==> src/rtl/alu_mc.sv <==
// Registered ARM data-processing ALU with an optional iterative shift-add multiplier.
// Define ALU_MUL_EN to build the MUL/MLA multiplier; without it, multiply requests finish in one cycle and write nothing back.
module alu_mc #(
    parameter int WIDTH     = 32,
    parameter int MUL_CNT_W = $clog2(WIDTH) + 1
) (
    input  logic             in_Clk,
    input  logic             in_Rst,
    input  logic             in_Start,
    input  logic             in_Mul,
    input  logic             in_Accum,
    input  logic [3:0]       in_Opcode,
    input  logic [WIDTH-1:0] in_Rn,
    input  logic [WIDTH-1:0] in_Op2,
    input  logic [WIDTH-1:0] in_Rs,
    input  logic [WIDTH-1:0] in_Acc,
    input  logic             in_Carry,
    input  logic [3:0]       in_CNZV,
    output logic             out_Busy,
    output logic             out_Done,
    output logic [WIDTH-1:0] out_Y,
    output logic [3:0]       out_CNZV,
    output logic             out_WrEn
);

    logic [WIDTH-1:0] a_op, b_op, dp_y;
    logic             cin, is_arith, dp_c, dp_v, dp_wr_en;
    logic [WIDTH:0]   sum;
    logic [3:0]       dp_cnzv;

    logic [WIDTH-1:0] y_q;
    logic [3:0]       cnzv_q;
    logic             wr_en_q, done_q, accept;

    // Every arithmetic opcode folds into one adder: A + B + cin.
    always_comb begin
        a_op     = in_Rn;
        b_op     = in_Op2;
        cin      = 1'b0;
        is_arith = 1'b1;
        case (in_Opcode)
            4'h2, 4'hA: begin b_op = ~in_Op2; cin = 1'b1;       end
            4'h3:       begin a_op = in_Op2; b_op = ~in_Rn; cin = 1'b1; end
            4'h4, 4'hB: cin = 1'b0;
            4'h5:       cin = in_CNZV[3];
            4'h6:       begin b_op = ~in_Op2; cin = in_CNZV[3]; end
            4'h7:       begin a_op = in_Op2; b_op = ~in_Rn; cin = in_CNZV[3]; end
            default:    is_arith = 1'b0;
        endcase
    end

    assign sum = {1'b0, a_op} + {1'b0, b_op} + {{WIDTH{1'b0}}, cin};

    always_comb begin
        dp_y = sum[WIDTH-1:0];
        case (in_Opcode)
            4'h0, 4'h8: dp_y = in_Rn & in_Op2;
            4'h1, 4'h9: dp_y = in_Rn ^ in_Op2;
            4'hC:       dp_y = in_Rn | in_Op2;
            4'hD:       dp_y = in_Op2;
            4'hE:       dp_y = in_Rn & ~in_Op2;
            4'hF:       dp_y = ~in_Op2;
            default:    dp_y = sum[WIDTH-1:0];
        endcase
    end

    assign dp_c     = is_arith ? sum[WIDTH] : in_Carry;
    assign dp_v     = is_arith ? ((a_op[WIDTH-1] == b_op[WIDTH-1]) && (dp_y[WIDTH-1] != a_op[WIDTH-1]))
                               : in_CNZV[0];
    assign dp_cnzv  = {dp_c, dp_y[WIDTH-1], (dp_y == '0), dp_v};
    // Opcodes 8..B are the compare/test group: flags only.
    assign dp_wr_en = (in_Opcode[3:2] != 2'b10);

`ifdef ALU_MUL_EN
    typedef enum logic {S_IDLE, S_MUL} state_t;
    state_t state, state_next;

    logic [WIDTH-1:0]     mcand, mplr, acc, acc_step;
    logic [MUL_CNT_W-1:0] cnt;
    logic [1:0]           cv_hold;

    assign accept   = in_Start && (state == S_IDLE);
    assign acc_step = acc + (mplr[0] ? mcand : '0);
    assign out_Busy = (state == S_MUL);

    always_ff @(posedge in_Clk) begin
        if (in_Rst) state <= S_IDLE;
        else        state <= state_next;
    end

    always_comb begin
        state_next = state;
        case (state)
            S_IDLE:  if (in_Start && in_Mul) state_next = S_MUL;
            S_MUL:   if (cnt == MUL_CNT_W'(1)) state_next = S_IDLE;
            default: state_next = S_IDLE;
        endcase
    end
`else
    assign accept   = in_Start;
    assign out_Busy = 1'b0;
    wire [MUL_CNT_W-1:0] unused_cnt_w = '0;
    wire unused_mul_in = &{1'b0, in_Accum, in_Rs, in_Acc, unused_cnt_w};
`endif

    always_ff @(posedge in_Clk) begin
        if (in_Rst) begin
            y_q     <= '0;
            cnzv_q  <= '0;
            wr_en_q <= 1'b0;
            done_q  <= 1'b0;
`ifdef ALU_MUL_EN
            mcand   <= '0;
            mplr    <= '0;
            acc     <= '0;
            cnt     <= '0;
            cv_hold <= '0;
`endif
        end else begin
            done_q <= 1'b0;
            if (accept && !in_Mul) begin
                y_q     <= dp_y;
                cnzv_q  <= dp_cnzv;
                wr_en_q <= dp_wr_en;
                done_q  <= 1'b1;
            end
`ifdef ALU_MUL_EN
            else if (accept && in_Mul) begin
                mcand   <= in_Rn;
                mplr    <= in_Rs;
                acc     <= in_Accum ? in_Acc : '0;
                cnt     <= MUL_CNT_W'(WIDTH);
                cv_hold <= {in_CNZV[3], in_CNZV[0]};
            end
            if (state == S_MUL) begin
                mcand <= mcand << 1;
                mplr  <= mplr >> 1;
                acc   <= acc_step;
                cnt   <= cnt - MUL_CNT_W'(1);
                // Last iteration: the final partial product goes straight to the result.
                if (cnt == MUL_CNT_W'(1)) begin
                    y_q     <= acc_step;
                    cnzv_q  <= {cv_hold[1], acc_step[WIDTH-1], (acc_step == '0), cv_hold[0]};
                    wr_en_q <= 1'b1;
                    done_q  <= 1'b1;
                end
            end
`else
            else if (accept && in_Mul) begin
                y_q     <= '0;
                cnzv_q  <= in_CNZV;
                wr_en_q <= 1'b0;
                done_q  <= 1'b1;
            end
`endif
        end
    end

    assign out_Y    = y_q;
    assign out_CNZV = cnzv_q;
    assign out_WrEn = wr_en_q;
    assign out_Done = done_q;

endmodule
==> config.mk <==
export PLATFORM = sky130hd
export DESIGN_NAME = alu_mc
export DESIGN_NICKNAME = d
export VERILOG_FILES = /design/src/rtl/alu_mc.sv
export SDC_FILE = /design/constraint.sdc
export NUM_CORES = 1
export LEC_CHECK = 0
export ABC_CLOCK_PERIOD_IN_PS = 6500
export CORE_MARGIN = 3
export CORE_UTILIZATION = 51
export CTS_BUF_LIST = sky130_fd_sc_hd__clkbuf_16
export CTS_CLUSTER_DIAMETER = 120
export DETAILED_ROUTE_END_ITERATION = 6
export PLACE_DENSITY = 0.93
export SYNTH_ARGS = -nofsm -noshare
export SYNTH_HDL_FRONTEND = slang
export SYNTH_SLANG_ARGS = --single-unit
==> constraint.sdc <==
create_clock -name in_Clk -period 6.5 [get_ports in_Clk]
set_clock_uncertainty 0.15 [all_clocks]
set_input_delay 0.65 -clock in_Clk [delete_from_list [all_inputs] [get_ports in_Clk]]
set_output_delay 0.65 -clock in_Clk [all_outputs]
set_load 0.01 [all_outputs]
---- Word-level counts from Yosys, hierarchy flattened ----
Cells that the tools add are included.
cells by class
  add/subtract/negate cells ............... 2
  equality and inequality tests ........... 18
  muxes and demuxes ....................... 15
  bitwise logic cells ..................... 6
  reductions and logical operators ........ 14
operator list
  cell                                            count
  case mux 32 bit (6 select lines)                1
  two-way mux 32 bit                              3
  bitwise AND 32 bit                              2
  NOT 32 bit                                      2
  case mux 32 bit (2 select lines)                1
  adder 32 x 32 -> 33 bit                         1
  adder 33 x 1 -> 33 bit                          1
  == test 4 bit (second input constant)           8
  zero test 32 bit                                1
  OR 32 bit                                       1
  bitwise XOR 32 bit                              1
  == test 4 x 3 -> 1 bit (second input constant)  4
  OR reduction 3 bit                              3
  == test 4 x 2 -> 1 bit (second input constant)  2
  two-way mux 4 bit                               2
  OR reduction 8 bit                              1
  two-way mux 1 bit                               7
  OR reduction 2 bit                              3
  == test 4 x 1 -> 1 bit (second input constant)  1
  zero test 4 bit                                 1
  logical AND 1 bit                               3
  != test 2 bit (second input constant)           1
  case mux 1 bit (2 select lines)                 1
  nonzero test 2 bit                              1
  3 further kinds                                 3
storage, ports and cells
  register bits after elaboration ......... 38
  input port bits ......................... 142
  output and inout bits ................... 39
  word-level logic and storage cells ...... 59

---- Depth between registers and ports, before layout ----
  word-level depth ........................ 10
  mapped depth ............................ 21

---- Worst setup path before layout ----
Ideal clock, no wire load.
  path kind ............................... input to register
  start ................................... input port in_Opcode[1]
  end ..................................... register cnzv_q[2], in the netlist out_CNZV[2]
  setup time .............................. 0.088 ns
  arrival ................................. 5.118 ns
  data required time ...................... 6.262 ns
  setup slack ............................. 1.144 ns
  cell stages on the path ................. 20
  buffers on the path ..................... 5
  cell sequence ........................... buf_2 clkbuf_1 clkbuf_1 buf_2 nand2_1 o21ai_1 clkbuf_1 nand2_1 o21ai_0 o21ai_0 ha_1 a21o_1 a21o_1 a2111o_1 o31a_1 a221o_1 o21ai_1 a21oi_2 or3_1 a311oi_2
on the way
  cells in the longest elaborated chain, start to end .. 7
  elaborated cells between the ends (all ways) .. 27
  those cells by class .................... 2 x add/sub; 13 x eq/ne; 5 x mux; 7 x reduce/logical
ends and longest elaborated chain
  item                                                                    RTL line  text
  start, declared                                                         12        input logic [3:0] in_Opcode,
  == test 4 x 3 -> 1 bit, or another cell as far along                    41        case (in_Opcode)
  OR reduction 3 bit (no line) or OR reduction 2 bit (tied branches)      n/a
  case mux 32 bit (2 select lines) or two-way mux 32 bit (tied branches)  41
  adder 32 x 32 -> 33 bit                                                 52        assign sum = {1'b0, a_op} + {1'b0, b_op} + {{WIDTH{1'b0}}, cin};
  adder 33 x 1 -> 33 bit                                                  52
  case mux 32 bit (6 select lines) (*)                                    56        case (in_Opcode)
  two-way mux 4 bit (*)                                                   121       if (accept && !in_Mul) begin
  end signal, assigned                                                    123       cnzv_q <= dp_cnzv;
  end signal, assigned                                                    151       cnzv_q <= in_CNZV;
  end, declared                                                           32        logic [3:0] cnzv_q;
Every way passes the cells marked *; elsewhere a longest branch is shown, timed or not.
A chain may end at the register's enable or synchronous reset.

---- Worst setup path in the final report ----
  start ................................... input port in_Opcode[3]
  end ..................................... register cnzv_q[1], in the netlist out_CNZV[1]
on the way
  cells in the longest elaborated chain, start to end .. 8
  elaborated cells between the ends (all ways) .. 28
  those cells by class .................... 2 x add/sub; 13 x eq/ne; 5 x mux; 8 x reduce/logical
ends and longest elaborated chain
  item                                                                    RTL line  text
  == test 4 x 3 -> 1 bit, or another cell as far along                    41
  OR reduction 3 bit (no line) or OR reduction 2 bit (tied branches)      n/a
  case mux 32 bit (2 select lines) or two-way mux 32 bit (tied branches)  41
  adder 32 x 32 -> 33 bit                                                 52
  adder 33 x 1 -> 33 bit                                                  52
  case mux 32 bit (6 select lines) (*)                                    56
  zero test 32 bit (*)                                                    70        assign dp_cnzv = {dp_c, dp_y[WIDTH-1], (dp_y == '0), dp_v};
  two-way mux 4 bit (*)                                                   121
Marks and branches as above.

==> flow_metrics.tcl <==
set metrics [dict create \
    antenna_found_initial 0 \
    holdCritStartpoint "out_Y[11]" \
    multi_input_area_um2 5460 \
    tightest_slew_ns 1.13 \
    slowest_delay_ns 0.67 \
    crit_arrival_ns 5.56 \
    place_area_um2 7990 \
    vias_per_cell 6.59 \
    powerDensity_nw_per_um2 165 \
    rows 41 \
    dpl.hpwl_mm 17.3 \
    synth_nets 1250 \
    max_slew_margin_pct 24.7 \
    route.vias.total 8399 \
    final_cell_area_um2 8170 \
    firstDrtPassIters 6 \
    core_um2 12800 \
    fin_crit_sh_pct 84.9 \
    critPathSlowestCell "buf_4" \
    ff_latch_area_um2 761 \
    cts_buffers 5 \
    ys_seq_elements 38 \
    cp-start-kind "input pin" \
    insertion_delay_ns 0.27 \
    io_pins 181 \
    hold_end "out_Y[11]" \
    p_leak_uw 0.00337 \
    drc_errors 0 \
    gr-usage-all-layers_pct 32.0 \
    synthDistinctLibCells 79 \
    fp.dieArea_um2 14700 \
    port_buffers 114 \
    grt_pass1_vias 7728 \
    wl_mm 24.6 \
    area_delta_synth_final_pct 20.4 \
    cp_top_family "compound AO/OA/AOI/OAI gates" \
    root_buffer "clkbuf_16" \
    placedCellCount 1267 \
    rsz0062_at_grt "false" \
    min_path_cells 2 \
    nets 1309 \
    endpoint_kind "flip-flop" \
    seq_area_frac_synth_pct 11.2 \
    fp.dieW_um 121 \
    r2r_end "out_CNZV[2]" \
    crit_type "in -> reg" \
    stdcell_count 1275 \
    cts.clk_slew.worst_paths_ns 0.06 \
    cts_max_level 2 \
    drv_slew 0 \
    rrSetupSlack_ns 5.52 \
    post-cts-setup-buffers 0 \
    gp_congestion 0.977 \
    status "complete, no violations" \
    setup_slack_ns 0.979 \
    overflow 0 \
    grt_pass1_wl_mm 38.6 \
    post-place-ws_ns 0.920 \
    grt_max_degree 91 \
    fmax_ghz 0.181 \
    async_flop_share_pct 0 \
    tns_ns 0 \
    cts_resized 0 \
    yosys_warnings 0 \
    cts_tree "done" \
    vdd_drop_max_mv 0.145 \
    syn_area_um2 6790 \
    hold_buffers 0 \
    wire_per_inst_um 19.3 \
    hold_path.class "reg -> reg" \
    fillCellCount 1133 \
    reg2reg_depth 2 \
    synth_edf_count 0 \
    required_ns 6.54 \
    initial_utilization_pct 52.9 \
    drive_above_1_share_pct 4.35 \
    die_h_um 121 \
    clockBufferDepth 2 \
    antenna_left 0 \
    diodes 0 \
    r2r_start "out_CNZV[2]" \
    maxCapViolCount 0 \
    setup_viol 0 \
    syn_avg_cell_area_um2 6.51 \
    fin_crit_ns 5.52 \
    cp_cell_sequence "clkdlybuf4s50_1 > nand3b_1 > buf_4 > o21ai_0 > ha_1 > nor2b_1 > o2111ai_1 > a21oi_1 > o21ai_1 > xnor2_1 > a221oi_1 > and4_1 > nand4b_1 > o31ai_1" \
    critPathMaxFanout 90 \
    syn_inst 1043 \
    drt_iter0_drc 1051 \
    cts.sink_count 38 \
    critPathBufInv 2 \
    hold_viol 0 \
    hold_slack_ns 0.308 \
    synth_ff_type "dfxtp_1" \
]
[metrics by stage]
stage / utilization, % / total power [uW]
2_1_floorplan: - / 765
3_3_place_gp: 62.3 / 999
3_5_place_dp: 62.3 / 1010
4_1_cts: 63.7 / 1330
5_1_grt: 63.7 / 1430
6_report: 63.7 / 1350
[Yosys cell counts (all sizes together), types with 5 or more instances]
library cell  instances  area [um2]
a211oi                8        60.1
a21o                 18         136
a21oi                70         354
a221oi                7        61.3
a22oi                21         158
a2bb2oi               7        61.3
a31oi                16         100
and2                  5        31.3
and4                  9        81.3
buf                  17        77.6
clkbuf               62         233
dfxtp                38         761
ha                   63         788
inv                  75         282
mux2i                 7        70.1
nand2               129         484
nand2b                6        37.5
nand3                26         130
nand3b                5        37.5
nand4                 5        31.3
nor2                 75         284
nor2b                20         125
nor3                 16        80.1
o211ai               12        90.1
o21a                  6        45.0
o21ai               150         751
o21bai                5        37.5
o221ai                9        78.8
o22ai                17         106
o2bb2ai               6        52.6
o31a                  7        62.6
o31ai                 9        67.6
or3                  11        68.8
xnor2                16         140
xor2                 10        87.6
[placed cells by master (no fill, tap or decap), types with 11 or more instances in the layout]
cell,n
o21ai_0,146
nand2_1,129
clkdlybuf4s50_1,113
inv_1,75
nor2_1,74
a21oi_1,69
ha_1,63
dfxtp_1,38
nand3_1,26
a22oi_1,21
nor2b_1,20
a21o_1,17
o22ai_1,17
buf_4,17
a31oi_1,16
xnor2_1,16
nor3_1,15
o211ai_1,12
or3_1,11
[power breakdown]
group | internal, uW | total, uW | switching [uW]
combinational | 320 | 781 | 460
sequential | 249 | 258 | 9.08
clock | 218 | 310 | 91.6
[worst max path at each step]
stage	startpoint	end	slack, ns	depth (start not counted)
floorplan	in_Opcode[1]	out_CNZV[2]	1.14	20
global placement	in_Opcode[3]	out_CNZV[1]	0.98	14
detailed placement	in_Opcode[3]	out_CNZV[1]	0.92	14
CTS	in_Opcode[3]	out_CNZV[1]	1.14	14
global route	in_Opcode[3]	out_CNZV[1]	0.87	14
finish	in_Opcode[3]	out_CNZV[1]	0.98	14
[cell type report]
| type | count | area share [%] |
|---|---|---|
| multi-input cells | 850 | 66.8 |
| repair buffers | 131 | 15.5 |
| flip-flops and latches | 38 | 9.31 |
| inverters | 76 | 3.49 |
| well taps | 172 | 2.63 |
| clock buffers | 5 | 1.53 |
| clock inverters | 3 | 0.781 |
[worst min-delay path, stage by stage (launching register included)]
cell     delay (ns)
dfxtp_1        0.31
nand2_1        0.05
a21oi_1        0.05
[flip-flops by register name, indices dropped and copies added, names as in the netlist]
register	flops
out_Y	32
out_CNZV	4
out_Done	1
out_WrEn	1
[layer usage]
metal	track usage [%]	up-vias	routed length [um]
li1	-	3947	-
met5	0	-	0
met2	55.2	528	11600
met4	17.9	0	1580
met3	3.73	112	2210
met1	38.3	3812	9230
[cell families (layout without fill, tap and decap cells)]
logic type	count (synthesis)	after routing	share of synthesized area (%)
other cells	1	1	0.0552
xor+xnor	26	26	3.35
simple gates	332	332	23.4
buf+inv	155	215	8.77
compound gates	415	415	39.3
flops	38	38	11.2
fa+ha+maj	65	65	12.2
mux	11	11	1.70
No activity file was read; power rests on OpenSTA's default activity.
